<file path="src/rtl/bcd_convert_scheduler_pkg.sv">
// bcd_convert_scheduler_pkg: shared FSM encoding, BCD adjust threshold and digit adjust helper.
package bcd_convert_scheduler_pkg;

    typedef enum logic [1:0] {
        ST_IDLE  = 2'd0,
        ST_LOAD  = 2'd1,
        ST_SHIFT = 2'd2,
        ST_DONE  = 2'd3
    } state_t;

    localparam logic [3:0] BCD_ADJ = 4'd5;

    function automatic logic [3:0] add3(input logic [3:0] d);
        return (d >= BCD_ADJ) ? d + 4'd3 : d;
    endfunction

endpackage

</file>
<file path="src/rtl/bcd_convert_scheduler_if.sv">
// bcd_convert_scheduler_if: requester-side bus of the shared BCD converter.
//   req/operand  : per-requester level request and packed operands (master drives)
//   ack/valid    : one-cycle completion pulses (slave drives)
//   busy/owner   : engine activity and current/last served requester
//   hundred/ten/one/negative : held result of the last conversion
interface bcd_convert_scheduler_if #(
    parameter int NUM_REQ = 3,
    parameter int BITS    = 10,
    parameter int ID_W    = 2
);
    logic [NUM_REQ-1:0]      req;
    logic [NUM_REQ*BITS-1:0] operand;
    logic [NUM_REQ-1:0]      ack;
    logic                    busy;
    logic [ID_W-1:0]         owner;
    logic [3:0]              hundred;
    logic [3:0]              ten;
    logic [3:0]              one;
    logic                    negative;
    logic                    valid;

    modport master (
        output req, operand,
        input  ack, busy, owner, hundred, ten, one, negative, valid
    );

    modport slave (
        input  req, operand,
        output ack, busy, owner, hundred, ten, one, negative, valid
    );
endinterface

</file>
<file path="src/rtl/bcd_convert_scheduler_rr_arbiter.sv">
// bcd_convert_scheduler_rr_arbiter: combinational round-robin pick, first set request at or above i_ptr.
//   i_req   : request vector
//   i_ptr   : highest-priority index (always < NUM_REQ)
//   o_grant : winning index
//   o_any   : at least one request pending
module bcd_convert_scheduler_rr_arbiter
    import bcd_convert_scheduler_pkg::*;
#(
    parameter int NUM_REQ = 3,
    parameter int ID_W    = 2
) (
    input  logic [NUM_REQ-1:0] i_req,
    input  logic [ID_W-1:0]    i_ptr,
    output logic [ID_W-1:0]    o_grant,
    output logic               o_any
);
    logic [2*NUM_REQ-1:0] w_dbl;
    logic [NUM_REQ-1:0]   w_rot;

    // Rotating a doubled copy puts req[i_ptr] at bit 0, so the lowest set bit is the winner.
    assign w_dbl = {i_req, i_req};
    assign w_rot = NUM_REQ'(w_dbl >> i_ptr);
    assign o_any = |w_rot;

    always_comb begin
        o_grant = '0;
        for (int i = NUM_REQ - 1; i >= 0; i--)
            if (w_rot[i])
                o_grant = ID_W'((int'(i_ptr) + i >= NUM_REQ) ? int'(i_ptr) + i - NUM_REQ : int'(i_ptr) + i);
    end
endmodule

</file>
<file path="src/rtl/bcd_convert_scheduler.sv">
// bcd_convert_scheduler: one shift-add-3 binary-to-BCD engine shared round-robin between requesters.
//   clock/reset_n : rising-edge clock, asynchronous active-low reset
//   bus (slave)   : req/operand in; ack/valid pulses, busy, owner and held sign+BCD result out
module bcd_convert_scheduler
    import bcd_convert_scheduler_pkg::*;
#(
    parameter int BITS    = 10,
    parameter int NUM_REQ = 3,
    parameter int ID_W    = 2
) (
    input logic                   clock,
    input logic                   reset_n,
    bcd_convert_scheduler_if.slave bus
);
    localparam int CW = $clog2(BITS);

    state_t             r_state;
    logic [ID_W-1:0]    r_owner;
    logic [ID_W-1:0]    r_ptr;
    logic [BITS-1:0]    r_mag;
    logic [CW-1:0]      r_cnt;
    logic [3:0]         r_hun, r_ten, r_one;
    logic               r_neg_int;
    logic [NUM_REQ-1:0] r_ack;
    logic               r_busy;
    logic               r_valid;
    logic               r_neg;
    logic [3:0]         r_out_hun, r_out_ten, r_out_one;

    logic [ID_W-1:0]    w_grant;
    logic               w_any;
    logic [BITS-1:0]    w_op;
    logic [11:0]        w_shift;

    bcd_convert_scheduler_rr_arbiter #(.NUM_REQ(NUM_REQ), .ID_W(ID_W)) u_arb (
        .i_req   (bus.req),
        .i_ptr   (r_ptr),
        .o_grant (w_grant),
        .o_any   (w_any)
    );

    always_comb begin
        w_op = '0;
        for (int k = 0; k < NUM_REQ; k++)
            if (r_owner == ID_W'(k))
                w_op = bus.operand[k*BITS +: BITS];
    end

    // Adjust every digit, then shift the next magnitude bit in; the digit top bit falls off (value < 1000).
    assign w_shift = 12'({add3(r_hun), add3(r_ten), add3(r_one), r_mag[r_cnt]});

    always_ff @(posedge clock or negedge reset_n) begin
        if (!reset_n) begin
            r_state   <= ST_IDLE;
            r_owner   <= '0;
            r_ptr     <= '0;
            r_mag     <= '0;
            r_cnt     <= '0;
            r_hun     <= '0;
            r_ten     <= '0;
            r_one     <= '0;
            r_neg_int <= 1'b0;
            r_ack     <= '0;
            r_busy    <= 1'b0;
            r_valid   <= 1'b0;
            r_neg     <= 1'b0;
            r_out_hun <= '0;
            r_out_ten <= '0;
            r_out_one <= '0;
        end else begin
            r_valid <= 1'b0;
            r_ack   <= '0;
            case (r_state)
                ST_IDLE: if (w_any) begin
                    r_owner <= w_grant;
                    r_busy  <= 1'b1;
                    r_state <= ST_LOAD;
                end
                ST_LOAD: begin
                    r_mag     <= w_op[BITS-1] ? ~(w_op - 1'b1) : w_op;
                    r_neg_int <= w_op[BITS-1];
                    r_hun     <= '0;
                    r_ten     <= '0;
                    r_one     <= '0;
                    r_cnt     <= CW'(BITS - 1);
                    r_state   <= ST_SHIFT;
                end
                ST_SHIFT: begin
                    {r_hun, r_ten, r_one} <= w_shift;
                    if (r_cnt == '0) begin
                        // Outputs and pulses are registered on the entry edge so they are visible during DONE.
                        {r_out_hun, r_out_ten, r_out_one} <= w_shift;
                        r_neg   <= r_neg_int;
                        r_valid <= 1'b1;
                        r_ack   <= NUM_REQ'(1) << r_owner;
                        r_state <= ST_DONE;
                    end else begin
                        r_cnt <= r_cnt - 1'b1;
                    end
                end
                ST_DONE: begin
                    r_ptr   <= (r_owner == ID_W'(NUM_REQ - 1)) ? '0 : r_owner + 1'b1;
                    r_busy  <= 1'b0;
                    r_state <= ST_IDLE;
                end
                default: r_state <= ST_IDLE;
            endcase
        end
    end

    assign bus.ack      = r_ack;
    assign bus.busy     = r_busy;
    assign bus.owner    = r_owner;
    assign bus.hundred  = r_out_hun;
    assign bus.ten      = r_out_ten;
    assign bus.one      = r_out_one;
    assign bus.negative = r_neg;
    assign bus.valid    = r_valid;
endmodule

</file>
<file path="src/flat_wrapper.sv">
// flat-port wrapper written by rule: the top's interface ports become plain ports
module bcd_convert_scheduler_flat import bcd_convert_scheduler_pkg::*;
#(
    parameter int BITS    = 10,
    parameter int NUM_REQ = 3,
    parameter int ID_W    = 2
)
  (clock, reset_n, bus_req, bus_operand, bus_ack, bus_busy, bus_owner, bus_hundred, bus_ten, bus_one, bus_negative, bus_valid);
  bcd_convert_scheduler_if #(.NUM_REQ(NUM_REQ), .BITS(BITS), .ID_W(ID_W)) bus_i ();
  input logic clock;
  input logic reset_n;
  input wire logic [$bits(bus_i.req)-1:0] bus_req;
  input wire logic [$bits(bus_i.operand)-1:0] bus_operand;
  output wire logic [$bits(bus_i.ack)-1:0] bus_ack;
  output wire logic [$bits(bus_i.busy)-1:0] bus_busy;
  output wire logic [$bits(bus_i.owner)-1:0] bus_owner;
  output wire logic [$bits(bus_i.hundred)-1:0] bus_hundred;
  output wire logic [$bits(bus_i.ten)-1:0] bus_ten;
  output wire logic [$bits(bus_i.one)-1:0] bus_one;
  output wire logic [$bits(bus_i.negative)-1:0] bus_negative;
  output wire logic [$bits(bus_i.valid)-1:0] bus_valid;
  assign bus_i.req = bus_req;
  assign bus_i.operand = bus_operand;
  assign bus_ack = bus_i.ack;
  assign bus_busy = bus_i.busy;
  assign bus_owner = bus_i.owner;
  assign bus_hundred = bus_i.hundred;
  assign bus_ten = bus_i.ten;
  assign bus_one = bus_i.one;
  assign bus_negative = bus_i.negative;
  assign bus_valid = bus_i.valid;
  bcd_convert_scheduler #(.BITS(BITS), .NUM_REQ(NUM_REQ), .ID_W(ID_W)) u_core (.clock(clock), .reset_n(reset_n), .bus(bus_i));
endmodule
</file>
<file path="config.mk">
export PLATFORM = sky130hd
export DESIGN_NAME = bcd_convert_scheduler_flat
export DESIGN_NICKNAME = d
export VERILOG_FILES = /design/src/rtl/bcd_convert_scheduler_pkg.sv /design/src/rtl/bcd_convert_scheduler_if.sv /design/src/rtl/bcd_convert_scheduler_rr_arbiter.sv /design/src/rtl/bcd_convert_scheduler.sv /design/src/flat_wrapper.sv
export SDC_FILE = /design/constraint.sdc
export NUM_CORES = 1
export LEC_CHECK = 0
export BUFFER_PORTS_ARGS = -buffer_cell sky130_fd_sc_hd__buf_2
export CAP_MARGIN = 20
export CORE_ASPECT_RATIO = 0.7
export CORE_MARGIN = 2
export CORE_UTILIZATION = 45
export CTS_CLUSTER_DIAMETER = 30
export DETAILED_ROUTE_END_ITERATION = 7
export PLACE_DENSITY = 0.76
export SYNTH_ARGS = -nofsm -noshare
export SYNTH_HDL_FRONTEND = slang
export SYNTH_SLANG_ARGS = --single-unit
export TNS_END_PERCENT = 100
</file>
<file path="constraint.sdc">
create_clock -name clock -period 1.8 [get_ports clock]
set_input_delay 0.54 -clock clock [delete_from_list [all_inputs] [get_ports clock]]
set_output_delay 0.54 -clock clock [all_outputs]
set_load 0.05 [all_outputs]
</file>
==> results by group, run 1 <==
GRT
  – Vias in the first global route: 2758
  – Global-route wire length before repair: 13.2 mm
  – Overflow after GRT: 0
  – Total GRT Usage: 20.8%
  – Initial antenna violation count: 0
  – Largest net degree at the start of global routing: 36

Synthesis
  – Top post-synthesis cells by area: dfrtp_1 (40%), ha_1 (6.7%), mux2i_1 (5.1%), o21ai_0 (4.9%), nand2_1 (4.4%)
  – Post-synth EDFFs: 0
  – Most common cell in the synthesized netlist: dfrtp_1
  – Mean Syn Cell Area: 9.53 sq um
  – Post-synthesis cell count: 332
  – Synth warnings: 0
  – Prevailing post-synth register cell: dfrtp_1
  – Leading area contributor after synthesis: dfrtp_1
  – Share of the synthesized area in the top cell type: 40.3%
  – Top cells by count, synth: dfrtp_1 (51), nand2_1 (37), o21ai_0 (31), inv_1 (22), a21oi_1 (18)
  – Yosys cell types: 46
  – Synth Net Count: 384
  – Sequential fraction of the synthesis area: 40.3%
  – Synth Cell Area: between 3000 and 4000 sq um
  – Synthesized flop and latch total: 51
  – Asr flop ratio synth: 100%

Clock tree
  – H-tree depth: 2
  – Worst-path clk slew: 0.10 ns
  – Clk buf depth: 2
  – Total CTS buffers: 5
  – # hold bufs at CTS: 0
  – CTS tree: yes
  – Clock Tree Root: clkbuf_8
  – CTS sink cnt: 51
  – Worst skew pair latency: 0.31 ns

Run status
  – Status: finished, violations left
  – Failing checks: setup timing

Routing
  – Residual DRC: 0
  – WL final: 8.17 mm
  – Initial DRC count: 206
  – Drt via density: 5.38
  – Routed Antenna Nets: 0
  – Total number of vias: 2816
  – 1st-pass router iterations: 4
  – Avg WL per Cell: 15.6 um

Timing
  – Final slew viol count: 0
  – Minimum clock period: 1.89 ns
  – Period Utilization, post-route: 105%
  – Fmax: 0.528 GHz
  – Final Hold Viols: 0
  – Clock Skews: 0.00907 ns
  – Worst-Margin Slew: 0.392 ns
  – RSZ-0062 raised after global routing: yes
  – Max-slew headroom: 73.1%
  – Final WS setup: -0.0935 ns
  – Final Setup Violations: 7

Cells and area
  – Util after Layout: between 60% and 70%
  – Footprint of the multi-input gates: between 1500 and 2000 sq um
  – Area growth syn-to-layout: 32.4%
  – Seq. cell area: 1280 sq um
  – Layout cells sized above 1: between 30% and 40%
  – Fillers: 536
  – Inserted Diodes: 0
  – Number of nets in the layout: 480

Place
  – Port Buffers: 54
  – Post-detail-place hpwl: 5.64 mm
  – Placer Congestion: 0.882
  – Worst slack, placed: -0.151 ns

Setup path
  – Worst path cell trace: buf_6 > mux2i_2 > a2bb2oi_2 > ha_2 > a31oi_1 > xnor2_1 > mux2_2
  – Critical Path Fanout Max: 6
  – Crit-path max cell delay: 0.39 ns
  – FF-to-FF Start: u_core.bus.owner[0]
  – Reg2reg end: u_core.r_mag[4]
  – Reg2reg setup slack: -0.09 ns
  – CP Class: flip-flop to flip-flop
  – Crit path arrival time: about 2.1 ns
  – Critical path data required time: between 1.5 and 2 ns
  – Worst Setup End Kind: flip-flop
  – Crit path max-delay cell type: dfrtp_2
  – Worst r2r path cells: 7
  – Startpoint Class: flip-flop

Power and ir drop
  – Peak VDD IR: 611 uV
  – LEAKAGE: 1.93 nW
  – Pwr Density: 1690 nW/um^2

Min path
  – Worst hold path class: primary input to async pin

Die
  – Cell row count: 25
  – Core area: 6790 sq um
  – Die extent in x: 104 um
  – I/O pin total: 55
  – Starting Density: 46.6%
  – Die ar.: 7730 sq um
  – DIE HEIGHT: 74.1 um

Job
  – Max Cap Viol: 0
[timing repair]
item,in CTS,in global routing
endpoints found under the setup margin,11,19
gates resized for setup,10,24
buffers inserted,8,3
pin swaps,4,3
cloned,1,0
[routing by layer]
layer	vias up	track usage, %	wire (um)
met4	0	4.50	68
met2	75	36.5	3980
met1	1364	28.4	3770
li1	1368	-	-
met5	-	0	0
met3	9	2.37	348
[placed cells by master, fill, tap and decap left out, types with 4 or more instances in the layout]
cell and instances:
a21oi_1 15, a2bb2oi_4 4, buf_2 53, buf_4 48, buf_6 4, clkbuf_8 5
dfrtp_1 49, ha_1 13, inv_1 20, mux2_2 7, mux2i_1 9, mux2i_2 6
nand2_1 36, nand2b_1 6, nand3_1 5, nor2_1 10, nor2b_1 4, nor3_1 10
nor3b_1 7, o21ai_0 28, o22ai_1 11, xnor2_1 6
[state kept, by name (all words and copies together), names as in the netlist]
signal               cells
u_core.r_mag            10
u_core.bus.hundred       4
u_core.bus.one           4
u_core.bus.ten           4
u_core.r_cnt             4
u_core.r_hun             4
u_core.r_one             4
u_core.r_ten             4
u_core.bus.ack           3
u_core.bus.owner         2
u_core.r_ptr             2
u_core.r_state           2
u_core.bus.busy          1
u_core.bus.negative      1
u_core.bus.valid         1
u_core.r_neg_int         1
[final cells by class]
type                            count  area share [%]
Sequential cell                    51            30.5
Clock inverter                      3            1.61
Inverter                           22            1.97
Clock buffer                        5            1.64
Multi-Input combinational cell    241            44.5
Tap cell                           94            2.81
Timing Repair Buffer              107            17.0
[worst max-delay path by stage]
stage,slack (ns),cells after the start,endpoint,from
finish,-0.09,7,u_core.r_mag[4],u_core.bus.owner[0]
global route,-0.17,8,u_core.r_mag[8],u_core.bus.owner[0]
CTS,-0.04,7,u_core.r_mag[4],u_core.bus.owner[0]
detailed placement,-0.15,8,u_core.r_mag[6],u_core.bus.owner[0]
global placement,-0.08,7,u_core.r_mag[7],bus_operand[10]
floorplan,-0.25,8,u_core.r_mag[4],u_core.bus.owner[0]
[stage by stage]
stage | hold WS (ns) | setup TNS (ns) | instances | area [sq um] | total power, mW
after global routing | 0.179 | -0.897 | 523 | 4190 | 7.50
after floorplan | 0.244 | -1.27 | 332 | 3200 | 4.22
after global placement | 0.461 | -0.388 | 503 | 3790 | 5.28
after detailed placement | 0.465 | -1.08 | 503 | 3790 | 5.43
final | 0.150 | -0.357 | 523 | 4190 | 7.08
after CTS | 0.161 | -0.117 | 520 | 4060 | 6.69
[critical path: cells and delay by family, from the launching register on]
family,cells,cell delay [ns]
xor+xnor,1,0.15
buf+inv,1,0.15
mux,2,0.54
flops,1,0.39
compound gates,2,0.31
fa+ha+maj,1,0.24
[power breakdown]
group,internal (mW),total (mW),switching [mW]
Clock,0.555,0.959,0.404
Combinational,2.12,4.46,2.33
Sequential,1.44,1.66,0.221
[logic make-up (layout without fill, tap and decap cells)]
family	after synthesis	in the layout	synth area share (%)
buffers and inverters	41	137	5.93
AND/OR/NAND/NOR	100	101	16.5
XOR/XNOR	8	8	2.22
adder cells (fa/ha/maj)	17	17	6.72
multiplexers	26	26	9.34
flip-flops	51	51	40.3
AO/OA/AOI/OAI	89	89	18.9
(Power assumes the default switching activity.)
==> inputs of run 2 (changes only) <==
BUFFER_PORTS_ARGS = -buffer_cell sky130_fd_sc_hd__buf_4   (was -buffer_cell sky130_fd_sc_hd__buf_2)
==> run 2 against run 1 <==
  * The run still ends with setup timing left
  * Largest power group unchanged
  * Clock skew fell by 0.0060 ns
  * Worst hold slack improved by 0.0017 ns
  * Count of clock-buffer cells in the layout did not move
  * First-iteration DRC count fell by 48%
  * Routed wire length fell by 0.24%
  * Highest routed layer unchanged
  * Critical path type unchanged
  * Global-route usage fell by 0.95 points
  * Design area rose by 3.4%
  * Critical path depth did not move
  * Sequential share of layout area fell by 0.99 points
  * Final cell count fell by 1.1%
==> results by group, run 2 (same netlist as run 1, synthesis figures left out) <==
Timing
  – Clock Skews: 0.00306 ns (-0.00601 ns)
  – Hold slack: 0.152 ns (+0.00173 ns)
  – Fmax: 0.539 GHz (+2.0%)
  – RSZ-0062 raised after global routing: yes
  – Minimum clock period: 1.86 ns (-0.0369 ns)
  – Final WS setup: -0.0565 ns (+0.0369 ns)
  – Period Utilization, post-route: 103% (-2.1 points)
  – Final Setup Violations: 7 (unchanged)
  – Worst-Margin Slew: 0.420 ns (+0.0279 ns)
  – Final slew viol count: 0 (unchanged)
  – Max-slew headroom: 71.2% (-1.9 points)
  – Final Hold Viols: 0 (unchanged)

Setup path
  – Critical path data required time: 2.00 ns (about the same)
  – Critical Path Fanout Max: 5 (-1)
  – Reg2reg setup slack: -0.06 ns (+0.04 ns)
  – Reg2reg end: u_core.r_mag[4]
  – CP Class: flip-flop to flip-flop
  – Crit-path max cell delay: 0.39 ns (about the same)
  – Worst path cell trace: buf_6 > mux2i_2 > a2bb2oi_4 > ha_4 > a31oi_2 > xnor2_1 > mux2_4
  – Crit path max-delay cell type: dfrtp_2
  – FF-to-FF Start: u_core.bus.owner[0]
  – Worst Setup End Kind: flip-flop
  – Startpoint Class: flip-flop
  – Crit path arrival time: 2.06 ns (-0.03 ns)
  – Worst r2r path cells: 7 (unchanged)

Run status
  – Status: finished, violations left
  – Failing checks: setup timing

Clock tree
  – H-tree depth: 2 (unchanged)
  – Total CTS buffers: 5 (unchanged)
  – CTS sink cnt: 51 (unchanged)
  – # hold bufs at CTS: 0 (unchanged)
  – Clk buf depth: 2 (unchanged)
  – Worst skew pair latency: 0.31 ns (about the same)
  – Clock Tree Root: clkbuf_8
  – Worst-path clk slew: 0.09 ns (about the same)
  – CTS tree: yes

Routing
  – Met1 Wirelength: 3.90 mm (+3.4%)
  – WL final: 8.15 mm (-0.24%)
  – Top Metal Used: met4
  – Avg WL per Cell: 15.8 um (+0.91%)
  – Routed Antenna Nets: 0 (unchanged)
  – Met2 wire length: 3.99 mm (+0.25%)
  – Met3 WL: 166 um (-52%)
  – Residual DRC: 0 (unchanged)
  – Drt via density: 5.38 (about the same)
  – Total number of vias: 2782 (-1.2%)
  – 1st-pass router iterations: 4 (unchanged)
  – Initial DRC count: 107 (-48%)

Job
  – Max Cap Viol: 0 (unchanged)

Min path
  – Worst hold path class: primary input to async pin

Cells and area
  – Post-route cell area: 4330 sq um (+3.4%)
  – Number of nets in the layout: 474 (-1.3%)
  – Most frequent cells in the layout: buf_4 (95), dfrtp_1 (48), nand2_1 (36)
  – Most common cell after layout, fill and taps aside: buf_4
  – Biggest register: u_core.r_mag
  – Fillers: 513 (-4.3%)
  – Inserted Diodes: 0 (unchanged)
  – Max reg flops: 10 (unchanged)
  – Layout cells sized above 1: 38.5% (+0.31 points)
  – Area growth syn-to-layout: 36.9%

Power and ir drop
  – LEAKAGE: 1.95 nW (+1.4%)
  – Power Total: 7.12 mW (+0.59%)
  – Peak VDD IR: 759 uV (+24%)
  – Pwr Density: 1640 nW/um^2 (-2.8%)

Place
  – Placer Congestion: 0.844 (-4.2%)
  – Port Buffers: 54 (unchanged)
  – Placed cell areas: 3870 sq um (+2.0%)
  – Post-detail-place hpwl: 5.38 mm (-4.5%)

Die
  – Die ar.: 7730 sq um (unchanged)
  – I/O pin total: 55 (unchanged)
  – DIE HEIGHT: 74.1 um (unchanged)
  – Cell row count: 25 (unchanged)
  – Core area: 6790 sq um (unchanged)
  – Die extent in x: 104 um (unchanged)
  – Starting Density: 46.6% (unchanged)

GRT
  – Largest net degree at the start of global routing: 29 (-19%)
  – Overflow after GRT: 0 (unchanged)
  – Global-route wire length before repair: 12.4 mm (-6.0%)
  – Initial antenna violation count: 0 (unchanged)
  – Vias in the first global route: 2707 (-1.8%)
  – Total GRT Usage: 19.8% (-0.95 points)
==> run 2: worst max path at each step <==
stage                                    from         endpoint  depth (start not counted)
after floorplan           u_core.bus.owner[0]  u_core.r_mag[4]                          8
after global placement    u_core.bus.owner[0]  u_core.r_mag[8]                          6
after detailed placement      bus_operand[12]  u_core.r_mag[7]                          6
after CTS                 u_core.bus.owner[0]  u_core.r_mag[8]                          7
after global routing      u_core.bus.owner[0]  u_core.r_mag[8]                          7
final                     u_core.bus.owner[0]  u_core.r_mag[4]                          7
==> run 2: stage by stage <==
stage                     setup WS [ns]  util, %  std cells  setup TNS, ns
final                           -0.0565     63.8        517         -0.230
after CTS                       -0.0457     61.1        511         -0.110
after floorplan                  -0.246        -        332          -1.27
after detailed placement         -0.153     57.0        495         -0.855
after global placement           -0.117     57.0        495         -0.543
after global routing             -0.136     63.8        517         -0.837
==> run 2: cell type report <==
class	count	area [sq um]	share of cell area [%]
inverters	22	82.6	1.91
clock buffers	5	68.8	1.59
flip-flops and latches	51	1280	29.5
well taps	94	118	2.72
clock inverters	3	67.6	1.56
multi-input cells	240	1910	44.0
repair buffers	102	810	18.7
==> run 2: what timing repair did <==
item,4_1_cts,5_1_grt
gates cloned,0,0
pin swaps,4,9
resized for setup,13,34
endpoints found under the setup margin,9,16
setup buffers,8,6
endpoints found under the hold margin,0,0
==> run 2: per-layer routing <==
metal / vias to the layer above / GRT usage (%)
li1: 1357 / -
met1: 1378 / 26.4
met2: 37 / 34.5
met3: 10 / 2.63
met4: 0 / 6.16
met5: - / 0
==> run 2: report_power, final <==
| group | internal (mW) | switching (mW) |
|---|---|---|
| Clock | 0.554 | 0.395 |
| Combinational | 2.17 | 2.36 |
| Sequential | 1.44 | 0.207 |
| Total | 4.16 | 2.96 |
==> run 2: critical path: cells and delay by family (launching register included) <==
kind,cells,cell delay [ns]
buffers and inverters,1,0.15
AO/OA/AOI/OAI,2,0.32
flip-flops,1,0.39
XOR/XNOR,1,0.15
multiplexers,2,0.54
adder cells (fa/ha/maj),1,0.19
